`src/rtl/stack_if.sv`:
```
// Command/status bus between a requester and stack_ctrl, plus the stack
// datapath controls and the two stack read ports.
interface stack_if;
  logic        cmd_valid;
  logic [2:0]  cmd_op;
  logic [15:0] cmd_imm;
  logic        cmd_ready;
  logic        done;
  logic        err;
  logic [1:0]  err_code;
  logic [2:0]  depth;
  logic        load;
  logic        push;
  logic        pop;
  logic [15:0] d;
  logic [15:0] qtop;
  logic [15:0] qnext;

  // The requester also owns the stack storage, so it supplies qtop/qnext.
  modport master (
    output cmd_valid, cmd_op, cmd_imm, qtop, qnext,
    input  cmd_ready, done, err, err_code, depth, load, push, pop, d
  );

  modport slave (
    input  cmd_valid, cmd_op, cmd_imm, qtop, qnext,
    output cmd_ready, done, err, err_code, depth, load, push, pop, d
  );
endinterface

```
`src/rtl/stack_ctrl.sv`:
```
// Sequencer for a 6-entry external stack: decodes one command at a time,
// checks depth, and drives registered load/push/pop/d controls.
module stack_ctrl (
  input  logic   clk,
  input  logic   rst_n,
  stack_if.slave bus
);

  typedef enum logic [1:0] {IDLE, EXEC, WB, SW3} state_t;
  typedef enum logic [2:0] {
    OP_NOP, OP_PUSH, OP_ADD, OP_SUB, OP_DUP, OP_SWAP, OP_DROP, OP_CLR
  } op_t;
  typedef enum logic [1:0] {ERR_NONE, ERR_OVF, ERR_UDF} err_t;

  localparam logic [2:0] MAX_DEPTH = 3'd6;

  state_t      state_q, state_nx;
  op_t         op_q, op_nx;
  logic [15:0] imm_q, imm_nx;
  logic [15:0] res_q, res_nx;
  logic [15:0] t0_q, t0_nx;
  logic [15:0] t1_q, t1_nx;
  logic [2:0]  depth_q, depth_nx;
  logic        err_q, err_nx;
  err_t        code_q, code_nx;
  logic        done_q, done_nx;
  logic        load_q, load_nx;
  logic        push_q, push_nx;
  logic        pop_q, pop_nx;
  logic [15:0] d_q, d_nx;

  // NOTE: reset is synchronous, so it sits inside the clocked block and is
  // only seen on a rising edge; a mid-command reset simply discards state.
  always_ff @(posedge clk) begin
    if (!rst_n) state_q <= IDLE;
    else        state_q <= state_nx;
  end

  always_ff @(posedge clk) begin
    if (!rst_n) begin
      op_q    <= OP_NOP;
      imm_q   <= '0;
      res_q   <= '0;
      t0_q    <= '0;
      t1_q    <= '0;
      depth_q <= '0;
      err_q   <= 1'b0;
      code_q  <= ERR_NONE;
      done_q  <= 1'b0;
      load_q  <= 1'b0;
      push_q  <= 1'b0;
      pop_q   <= 1'b0;
      d_q     <= '0;
    end else begin
      op_q    <= op_nx;
      imm_q   <= imm_nx;
      res_q   <= res_nx;
      t0_q    <= t0_nx;
      t1_q    <= t1_nx;
      depth_q <= depth_nx;
      err_q   <= err_nx;
      code_q  <= code_nx;
      done_q  <= done_nx;
      load_q  <= load_nx;
      push_q  <= push_nx;
      pop_q   <= pop_nx;
      d_q     <= d_nx;
    end
  end

  // NOTE: every target gets a default before the case so no path can leave
  // one unassigned and infer a latch; pulses default low, data holds.
  always_comb begin
    state_nx = state_q;
    op_nx    = op_q;
    imm_nx   = imm_q;
    res_nx   = res_q;
    t0_nx    = t0_q;
    t1_nx    = t1_q;
    depth_nx = depth_q;
    err_nx   = err_q;
    code_nx  = code_q;
    done_nx  = 1'b0;
    load_nx  = 1'b0;
    push_nx  = 1'b0;
    pop_nx   = 1'b0;
    d_nx     = d_q;

    unique case (state_q)
      IDLE: begin
        if (bus.cmd_valid) begin
          op_nx    = op_t'(bus.cmd_op);
          imm_nx   = bus.cmd_imm;
          state_nx = EXEC;
        end
      end

      EXEC: begin
        state_nx = IDLE;
        done_nx  = 1'b1;
        unique case (op_q)
          OP_NOP: ;
          OP_PUSH, OP_DUP: begin
            if (depth_q == MAX_DEPTH) begin
              err_nx  = 1'b1;
              code_nx = ERR_OVF;
            end else begin
              push_nx  = 1'b1;
              d_nx     = (op_q == OP_PUSH) ? imm_q : bus.qtop;
              depth_nx = depth_q + 3'd1;
            end
          end
          OP_DROP: begin
            if (depth_q == 3'd0) begin
              err_nx  = 1'b1;
              code_nx = ERR_UDF;
            end else begin
              pop_nx   = 1'b1;
              depth_nx = depth_q - 3'd1;
            end
          end
          OP_ADD, OP_SUB, OP_SWAP: begin
            if (depth_q < 3'd2) begin
              err_nx  = 1'b1;
              code_nx = ERR_UDF;
            end else begin
              // Two-entry ops pop now and write back from latched operands.
              res_nx   = (op_q == OP_ADD) ? bus.qnext + bus.qtop
                                          : bus.qnext - bus.qtop;
              t0_nx    = bus.qtop;
              t1_nx    = bus.qnext;
              pop_nx   = 1'b1;
              done_nx  = 1'b0;
              state_nx = WB;
            end
          end
          OP_CLR: begin
            depth_nx = '0;
            err_nx   = 1'b0;
            code_nx  = ERR_NONE;
          end
          default: ;
        endcase
      end

      WB: begin
        load_nx = 1'b1;
        if (op_q == OP_SWAP) begin
          d_nx     = t0_q;
          state_nx = SW3;
        end else begin
          d_nx     = res_q;
          depth_nx = depth_q - 3'd1;
          done_nx  = 1'b1;
          state_nx = IDLE;
        end
      end

      SW3: begin
        push_nx  = 1'b1;
        d_nx     = t1_q;
        done_nx  = 1'b1;
        state_nx = IDLE;
      end

      default: state_nx = IDLE;
    endcase
  end

  assign bus.cmd_ready = (state_q == IDLE);
  assign bus.done      = done_q;
  assign bus.err       = err_q;
  assign bus.err_code  = code_q;
  assign bus.depth     = depth_q;
  assign bus.load      = load_q;
  assign bus.push      = push_q;
  assign bus.pop       = pop_q;
  assign bus.d         = d_q;

endmodule
```
`src/flat_wrapper.sv`:
```
// flat-port wrapper written by rule: the top's interface ports become plain ports
module stack_ctrl_flat 
  (clk, rst_n, bus_cmd_valid, bus_cmd_op, bus_cmd_imm, bus_qtop, bus_qnext, bus_cmd_ready, bus_done, bus_err, bus_err_code, bus_depth, bus_load, bus_push, bus_pop, bus_d);
  stack_if bus_i ();
  input  logic clk;
  input  logic rst_n;
  input wire logic [$bits(bus_i.cmd_valid)-1:0] bus_cmd_valid;
  input wire logic [$bits(bus_i.cmd_op)-1:0] bus_cmd_op;
  input wire logic [$bits(bus_i.cmd_imm)-1:0] bus_cmd_imm;
  input wire logic [$bits(bus_i.qtop)-1:0] bus_qtop;
  input wire logic [$bits(bus_i.qnext)-1:0] bus_qnext;
  output wire logic [$bits(bus_i.cmd_ready)-1:0] bus_cmd_ready;
  output wire logic [$bits(bus_i.done)-1:0] bus_done;
  output wire logic [$bits(bus_i.err)-1:0] bus_err;
  output wire logic [$bits(bus_i.err_code)-1:0] bus_err_code;
  output wire logic [$bits(bus_i.depth)-1:0] bus_depth;
  output wire logic [$bits(bus_i.load)-1:0] bus_load;
  output wire logic [$bits(bus_i.push)-1:0] bus_push;
  output wire logic [$bits(bus_i.pop)-1:0] bus_pop;
  output wire logic [$bits(bus_i.d)-1:0] bus_d;
  assign bus_i.cmd_valid = bus_cmd_valid;
  assign bus_i.cmd_op = bus_cmd_op;
  assign bus_i.cmd_imm = bus_cmd_imm;
  assign bus_i.qtop = bus_qtop;
  assign bus_i.qnext = bus_qnext;
  assign bus_cmd_ready = bus_i.cmd_ready;
  assign bus_done = bus_i.done;
  assign bus_err = bus_i.err;
  assign bus_err_code = bus_i.err_code;
  assign bus_depth = bus_i.depth;
  assign bus_load = bus_i.load;
  assign bus_push = bus_i.push;
  assign bus_pop = bus_i.pop;
  assign bus_d = bus_i.d;
  stack_ctrl u_core (.clk(clk), .rst_n(rst_n), .bus(bus_i));
endmodule
```
`config.mk`:
```
export PLATFORM = sky130hd
export DESIGN_NAME = stack_ctrl_flat
export DESIGN_NICKNAME = d
export VERILOG_FILES = /design/src/rtl/stack_if.sv /design/src/rtl/stack_ctrl.sv /design/src/flat_wrapper.sv
export SDC_FILE = /design/constraint.sdc
export NUM_CORES = 1
export LEC_CHECK = 0
export ABC_AREA = 1
export BUFFER_PORTS_ARGS = -buffer_cell sky130_fd_sc_hd__buf_2
export CORE_MARGIN = 2
export CORE_UTILIZATION = 60
export DETAILED_ROUTE_END_ITERATION = 10
export HOLD_SLACK_MARGIN = 0.08
export PLACE_DENSITY = 0.82
export REMOVE_ABC_BUFFERS = 1
export SYNTH_ARGS = -nofsm -noshare
export SYNTH_HDL_FRONTEND = slang
export SYNTH_SLANG_ARGS = --single-unit
```
`constraint.sdc`:
```
create_clock -name clk -period 7.3 [get_ports clk]
set_input_delay 1.825 -clock clk [delete_from_list [all_inputs] [get_ports clk]]
set_output_delay 1.825 -clock clk [all_outputs]
set_load 0.1 [all_outputs]
```
; Word level (Yosys, flattened, before mapping)
; Index checks and enable logic that the tools add are counted.
[word_totals]
latchBits = 0
reg_bits = 95
ramBits = 0
input_bits = 54
memories = 0
rom_bits = 0
[op_classes]
shifts = 0
muxes = 35
reduce_logical = 13
bitwise_logic = 1
magnitude_cmp = 1
n_addsub = 4
n_mul = 0
eq_ne = 21
div = 0
[ops]
columns = op, count
row1 = $mux 16, 5
row2 = $pmux 16 s3, 1
row3 = $add 16x16->16, 1
row4 = $pmux 2 s4, 2
row5 = $sub 16x16->16, 1
row6 = $eq 3x3->1 const B, 5
row7 = $mux 2, 7
row8 = $mux 1, 11
row9 = $reduce_and 5->1, 2
row10 = $mux 3, 3
row11 = $pmux 3 s3, 1
row12 = $ne 2x2->1 const B, 4
row13 = $eq 3x2->1 const B, 2
row14 = $ne 2x1->1 const B, 3
row15 = $ne 3x3->1 const B, 2
row16 = $pmux 3 s2, 1
row17 = $reduce_and 3->1, 2
row18 = $eq 2x2->1 const B, 2
row19 = $ne 4x4->1 const B, 1
row20 = $pmux 1 s2, 2
row21 = $pmux 1 s4, 1
row22 = $reduce_and 2->1, 2
row23 = $reduce_bool 4->1, 1
row24 = $add 3x1->3 const B, 1
row25 = other kinds (12), 12

; Logic depth before layout (Yosys ltp)
; Gate-level depths: netlist (run 1).
[depth]
ltp_word = 5
mapped_depth = 21
ltp_nobuf = 21

; Least setup slack after synthesis (run 1)
; Ideal clock, no wire load.
[synth_timing]
path_kind = input port to flip-flop
startpoint = input port bus_qtop[0]
endpoint = register u_core.res_q[13]
setup_slack_ns = 3.305
t_arrival_ns = 3.878
path_stages = 18
n_path_buf = 0
t_required_ns = 7.183
setup_ns = 0.117
cell_sequence = inv_1 > ha_1 > inv_1 > nor3_1 > nand2_1 > o21ai_0 > o21a_1 > xor2_1 > ha_1 > nand2_1 > inv_1 > nand3_1 > nor3_1 > nand2_1 > nand3_1 > nand2_1 > nor2_1 > nor2_1
[synth_between]
elab_chain_len = 2
[synth_rtl]
columns = element, line
row1 = from (decl), flat_wrapper.sv:10  ; input wire logic [$bits(bus_i.qtop)-1:0] bus_qtop;
row2 = $sub 16x16->16 / $add 16x16->16 (equally long branches), "stack_ctrl.sv:129, stack_ctrl.sv:128"
row3 = $mux 16 *, stack_ctrl.sv:128  ; res_nx = (op_q == OP_ADD) ? bus.qnext + bus.qtop
row4 = to (signal assigned), stack_ctrl.sv:57  ; res_q <= res_nx;
row5 = to (decl), stack_ctrl.sv:20  ; logic [15:0] res_q, res_nx;
; Mark *: on every way between the ends. The rest lies on a longest branch, timed or not.
; A chain may end at the register's enable or synchronous reset.

; Worst setup path after layout (run 1)
[layout_timing]
startpoint = input port bus_qtop[1]
endpoint = register u_core.res_q[15]
; Same word-level chain as after synthesis.

==> impl_metrics.ini, run 1 <==
[route]
firstDrtPassIters = 5
vias = 5401
drc = 0
drtIter0Drc = 342
ant_nets = 0
via_per_inst = 5.679
wire_per_inst_um = 15.11
finalWirelength_um = 14370

[global_route]
grt_antenna_before_repair = 0
grt_pass1_wl_um = 23100
grt-ovfl-total = 0
grt_pass1_vias = 4999
grt_max_degree = 74
track_usage_pct = 29.43

[sta]
holdWs_ns = 0.4567
final.setup_skew_ns = 0.01322
rsz0062_at_grt = false
setup_violations = 0
slew_viol_final = 0
max_freq_mhz = 236.0
finalCriticalPeriod_ns = 4.238
hold_violations = 0
worst_pin_slew_ns = 0.8768
finalCritPeriodShare_pct = 58.05
tns_ns = 0
slew-limit-headroom_pct = 41.48

[synthesis]
synth_top_family_by_area = simple AND/OR/NAND/NOR gates
synthMuxAreaShare_pct = 0
synth_adder_area_share_pct = 5.359
synth-seq-area-share_pct = 36.04
synth.avg_cell_area_um2 = 6.773
ys_top_cells_by_area = dfxtp_1, nand2_1, o21ai_0, nor2_1, a21oi_1
synth_top_area_share_pct = 36.04
yosys_warnings = 0
synth_compound_area_share_pct = 20.61
syn_area_mm2 = 0.005276
yosys.area.top_type = dfxtp_1
synth.distinct_cells = 36
synthCells = 779
synth-xor-area-share_pct = 3.320
synth_seq_cells = 95
synth-simple-area-share_pct = 25.44

[floorplanning]
die-area_mm2 = 0.009560
die_x_um = 97.78
fp.dieH_um = 97.78
rows = 34
start_util_pct = 61.10
ios = 81
core_area_mm2 = 0.008636

[worst_setup_path]
reg2reg_to = u_core.res_q[11]
critPathMaxFanout = 7
crit_path_end_kind = flip-flop
start_kind = input port
r2r-start = u_core.op_q[2]
crit_type = input port to flip-flop
critPathArrivalTime_ns = 4.48
cp_data_required_time_ns = 7.54
rr_worst_depth = 15
r2r_slack_ns = 4.27

[power_and_ir_drop]
power_mw = 1.195
ir_worst_vdd_uv = 117.9
power_frac_comb_pct = 23.4
p_seq_share_pct = 45.7
power_frac_clock_pct = 30.9
internal_power_mw = 0.7835
leakagePower_nw = 2.761
p_switching_mw = 0.4111
power.density_mw_per_mm2 = 204.1
p_sw_share_pct = 34.41

[clock_network]
cts_setup_buffers = 0
clkTransAtPathRegs_ns = 0.10
clock_path_buffers = 2
cts_made_buffers = 9
cts_root_buf = clkbuf_8
cts_resized = 0
cts_tree = built
cts_max_level = 3
clk_latency_ns = 0.37
cts_sinks = 95
hold_buffers = 0

[final_layout]
drive_above_1_share_pct = 13.76
final_cell_mix = nand2_1, nor2_1, dfxtp_1
area_delta_synth_final_pct = 10.93
layout_commonest_cell = nand2_1
antennaDiodeCount = 0
nets = 914

[worst_hold_path]
min_path_type = flip-flop to flip-flop
worstHoldPathCells = 2
min_from = u_core.t1_q[12]
whs_endpoint = u_core.t1_q[12]

[place]
place.gp.congestion = 0.9653
port_buffers = 80
place_hpwl_um = 10180

[run_status]
status = finished, final reports clean

[flow_run]
drv_cap = 0
final cells by class:
cell class,instances,area [µm²]
clock buffer,10,127.6
clock inverter,6,76.32
fill,784,2783
inverter,81,309.0
multi-input combinational,569,2888
sequential,95,1902
tap,108,135.1
timing repair buffer,82,415.4
per-stage QoR:
step,utilization (%),cell area [µm²],setup slack [ns],instances
floorplan,-,5099,3.274,745
global placement,65.42,5649,2.918,935
detailed placement,65.42,5649,2.728,935
CTS,67.78,5853,3.116,951
global route,67.78,5853,2.896,951
finish,67.78,5853,3.062,951
Yosys cell counts (all sizes together):
master	count
nand4	3
nand2	154
buf	18
nor3	6
nor3b	1
dfxtp	95
fa	1
nor2	116
o21a	2
and3	1
a31oi	8
ha	21
o21ai	98
inv	81
nor4	1
clkbuf	16
nand3	39
or2	4
a21oi	76
xnor2	6
o211ai	14
o21bai	1
a21o	1
xor2	14
a211oi	2
worst max-delay path: stages:
cell     delay [ns]
buf_2          0.11
inv_1          0.10
ha_1           0.16
inv_1          0.05
nor3_1         0.18
nand2_1        0.12
o21ai_0        0.40
o21ai_0        0.21
xor2_1         0.18
ha_1           0.42
nand2_1        0.13
nor3_1         0.27
nand2_1        0.08
nand2_1        0.06
nand3_1        0.06
nand2_1        0.06
a21oi_1        0.05
registers in the layout, indices dropped and copies added, names as in the netlist:
register	count
u_core.bus.done	1
u_core.op_q	3
u_core.res_q	16
u_core.bus.pop	1
u_core.t1_q	16
u_core.state_q	2
u_core.bus.push	1
u_core.bus.err	1
u_core.bus.depth	3
u_core.t0_q	16
u_core.bus.load	1
u_core.imm_q	16
u_core.bus.d	16
u_core.bus.err_code	2
power groups by stage:
stage,logic [mW],registers [mW],clock network [mW]
after floorplan,0.158,0.598,0
after global placement,0.266,0.557,0
after detailed placement,0.274,0.557,0
after global routing,0.308,0.547,0.389
after CTS,0.276,0.545,0.370
final,0.279,0.546,0.370
routing by layer:
metal | up-vias | GRT usage [%] | part of all wire (%)
met5 | - | 0 | 0
met4 | 0 | 11.43 | 2.8
met3 | 38 | 4.223 | 7.7
met2 | 238 | 50.34 | 47
met1 | 2462 | 37.76 | 42
li1 | 2663 | - | -
logic make-up (layout without fill, tap and decap cells):
| group | after synthesis | count (layout) |
|---|---|---|
| flip-flops | 95 | 95 |
| XOR/XNOR | 20 | 20 |
| adder cells (fa/ha/maj) | 22 | 22 |
| AO/OA/AOI/OAI | 202 | 202 |
| buffers and inverters | 115 | 179 |
| AND/OR/NAND/NOR | 325 | 325 |
how the worst max path moves through the flow:
| stage | start | to | slack (ns) | cells past startpoint |
|---|---|---|---|---|
| floorplan | bus_qtop[0] | u_core.res_q[13] | 3.27 | 18 |
| CTS | bus_qtop[1] | u_core.res_q[15] | 3.12 | 17 |
| global route | bus_qtop[0] | u_core.res_q[13] | 2.90 | 19 |
| finish | bus_qtop[1] | u_core.res_q[15] | 3.06 | 17 |
| global placement | bus_qtop[0] | u_core.res_q[13] | 2.92 | 19 |
| detailed placement | bus_qtop[1] | u_core.res_q[15] | 2.73 | 17 |
Note: power is estimated with default switching activity, not from simulation.
==> run 2: changes to the inputs <==
--- a/config.mk
+++ b/config.mk
@@ -5,13 +5,13 @@
 export SDC_FILE = /design/constraint.sdc
 export NUM_CORES = 1
 export LEC_CHECK = 0
-export ABC_AREA = 1
+export ABC_AREA = 0
 export BUFFER_PORTS_ARGS = -buffer_cell sky130_fd_sc_hd__buf_2
 export CORE_MARGIN = 2
-export CORE_UTILIZATION = 60
+export CORE_UTILIZATION = 57
 export DETAILED_ROUTE_END_ITERATION = 10
 export HOLD_SLACK_MARGIN = 0.08
-export PLACE_DENSITY = 0.82
+export PLACE_DENSITY = 0.78
 export REMOVE_ABC_BUFFERS = 1
 export SYNTH_ARGS = -nofsm -noshare
 export SYNTH_HDL_FRONTEND = slang
==> constraint.sdc (replaced) <==
create_clock -name clk -period 4.3 [get_ports clk]
set_input_delay 1.075 -clock clk [delete_from_list [all_inputs] [get_ports clk]]
set_output_delay 1.075 -clock clk [all_outputs]
set_load 0.1 [all_outputs]
==> run 2 against run 1 <==
Net effect:
- clock-buffer cell count is 1 higher
- sequential power up 68%
- clock power up 87%
- largest cell class unchanged
- largest power group unchanged
- highest routed layer unchanged
==> impl_metrics.ini, run 2 <==
[run_status]
status = finished, final reports clean

[floorplanning]
fp.dieH_um = 98.73
die_x_um = 98.73
core_area_mm2 = 0.008721
die-area_mm2 = 0.009748
ios = 81
rows = 34
start_util_pct = 58.65

[power_and_ir_drop]
leakagePower_nw = 2.370
power_frac_clock_pct = 35.0
ir_worst_vdd_uv = 190.6
internal_power_mw = 1.413
p_seq_share_pct = 46.3
power_frac_comb_pct = 18.7
power.density_mw_per_mm2 = 341.4
p_sw_share_pct = 28.53
p_switching_mw = 0.5638

[route]
vias = 4878
finalWirelength_um = 13680
ant_nets = 0
drc = 0
wire_per_inst_um = 16.52
via_per_inst = 5.891
drtIter0Drc = 221
firstDrtPassIters = 5

[synthesis]
synth.distinct_cells = 50
yosys_warnings = 0
ys_top_cells_by_area = dfxtp_1, nand2_1, a21oi_1, mux2i_1, ha_1
yosys_most_used_dff = dfxtp_1
synth_top_area_share_pct = 37.18
synth_compound_area_share_pct = 21.67
ys_async_sr_fraction_pct = 0
synthMuxAreaShare_pct = 6.091
synthCells = 657
yosys.area.top_type = dfxtp_1
synth_top_family_by_area = compound AO/OA/AOI/OAI gates
synth-seq-area-share_pct = 37.18
synth_top_cells_by_count = nand2_1, dfxtp_1, a21oi_1
synth-xor-area-share_pct = 4.452
synth_seq_cells = 95
yosysMostFrequentCell = nand2_1
synth-simple-area-share_pct = 20.91
synth.avg_cell_area_um2 = 7.785
syn_area_mm2 = 0.005115
synth_adder_area_share_pct = 5.528
synth_edf_count = 0

[worst_setup_path]
cp_data_required_time_ns = 4.58
cpPeakStageDelay_ns = 0.51
path_common_cell = nand2_1
crit_chain = buf_2, nor4_1, nand2_1, o21ai_0, xnor2_1, ha_1, nand2_1, nor2_1, a211oi_1, a21oi_1, mux2_2, o22ai_1
crit_type = input port to flip-flop
crit_slowest_cell = nor4_1
critPathMaxFanout = 5
critPathArrivalTime_ns = 3.85
crit_path_end_kind = flip-flop
rr_worst_depth = 12
start_kind = input port

[sta]
postLayoutSetupSlackWorst_ns = 0.7352
final.setup_skew_ns = 0.01185
worst_pin_slew_ns = 1.015
hold_violations = 0
slew_viol_final = 0
setup_violations = 0
holdWs_ns = 0.4555
max_freq_mhz = 280.5
finalCriticalPeriod_ns = 3.565
tns_ns = 0
finalCritPeriodShare_pct = 82.90
rsz0062_at_grt = false
slew-limit-headroom_pct = 32.36

[clock_network]
cts_root_buf = clkbuf_8
clkTransAtPathRegs_ns = 0.09
cts_tree = built
cts_made_buffers = 9
hold_buffers = 0
cts_setup_buffers = 0
cts_max_level = 3
cts_resized = 0
clock_path_buffers = 2
clk_latency_ns = 0.36
cts_sinks = 95

[worst_hold_path]
worstHoldPathCells = 2
min_path_type = flip-flop to flip-flop

[flow_run]
drv_cap = 0

[final_layout]
nets = 792
layout_commonest_cell = nand2_1
antennaDiodeCount = 0
final_cell_mix = nand2_1, dfxtp_1, a21oi_1
drive_above_1_share_pct = 15.14
area_delta_synth_final_pct = 13.18

[global_route]
grt-ovfl-total = 0
grt_antenna_before_repair = 0
grt_pass1_vias = 4653
grt_pass1_wl_um = 22280
grt_max_degree = 43
track_usage_pct = 28.45

[place]
post-place-ws_ns = 0.4544
port_buffers = 80
place_hpwl_um = 9637
place.gp.congestion = 1.009
[run 2: changes by cell type after synthesis, moves of 7 or more]
cell	change
xnor2_1	+9
nand2_1	+26
a21oi_1	+9
nor2_1	-82
mux2i_1	+30
o21ai_0	-82
inv_1	-67
nand2b_1	+7
a211oi_1	+7
clkbuf_1	+12
o21ai_1	+9
nand3_1	-28
o211ai_1	+9
a32o_1	+17
[run 2: cell type report]
type | count | area [µm²]
Timing Repair Buffer | 89 | 467.9
Fill cell | 748 | 2932
Multi-Input combinational cell | 509 | 3013
Inverter | 12 | 45.04
Clock inverter | 4 | 95.09
Clock buffer | 11 | 131.4
Tap cell | 108 | 135.1
Sequential cell | 95 | 1902
[run 2: worst paths after layout]
path	from	end	slack, ns
max	bus_qtop[0]	u_core.res_q[13]	0.74
min	u_core.bus.err_code[0]	u_core.bus.err_code[0]	0.46
max reg2reg	u_core.op_q[1]	u_core.res_q[13]	0.95
min reg2reg	u_core.bus.err_code[0]	u_core.bus.err_code[0]	0.46
[run 2: layer usage]
metal	vias to the layer above	global-route usage [%]	part of all wire [%]
li1	2409	-	-
met1	2249	36.42	42
met2	193	47.72	48
met3	27	4.468	7.2
met4	0	12.33	2.9
met5	-	0	0
[run 2: worst max-delay path, delay by kind of cell]
kind                       cells  cell delay, ns
buffers and inverters          1            0.13
muxes                          1            0.30
AOI/OAI and AO/OA              4            0.97
adders and majority gates      1            0.29
and+or+nand+nor                4            0.92
xor gates and xnor gates       1            0.15
[run 2: stage by stage]
step | utilization [%] | cell area (µm²) | power [mW] | instances
global route | 66.38 | 5789 | 2.049 | 828
CTS | 66.38 | 5789 | 1.975 | 828
detailed placement | 63.79 | 5563 | 1.299 | 813
global placement | 63.79 | 5563 | 1.289 | 813
floorplan | - | 4947 | 1.190 | 616
finish | 66.38 | 5789 | 1.976 | 828
[run 2: cell families (layout without fill, tap and decap cells)]
family	after synthesis	in the layout
DFF	95	95
and+or+nand+nor	254	254
buffers and inverters	53	116
AOI/OAI and AO/OA	176	176
xor gates and xnor gates	26	26
adders and majority gates	22	22
muxes	31	31
[run 2: power by group through the flow]
stage / Sequential (mW) / Clock [mW] / Combinational, mW
after detailed placement: 0.935 / 0 / 0.364
final: 0.915 / 0.692 / 0.370
after floorplan: 0.971 / 0 / 0.220
after global routing: 0.917 / 0.726 / 0.406
after global placement: 0.934 / 0 / 0.356
after CTS: 0.914 / 0.694 / 0.367
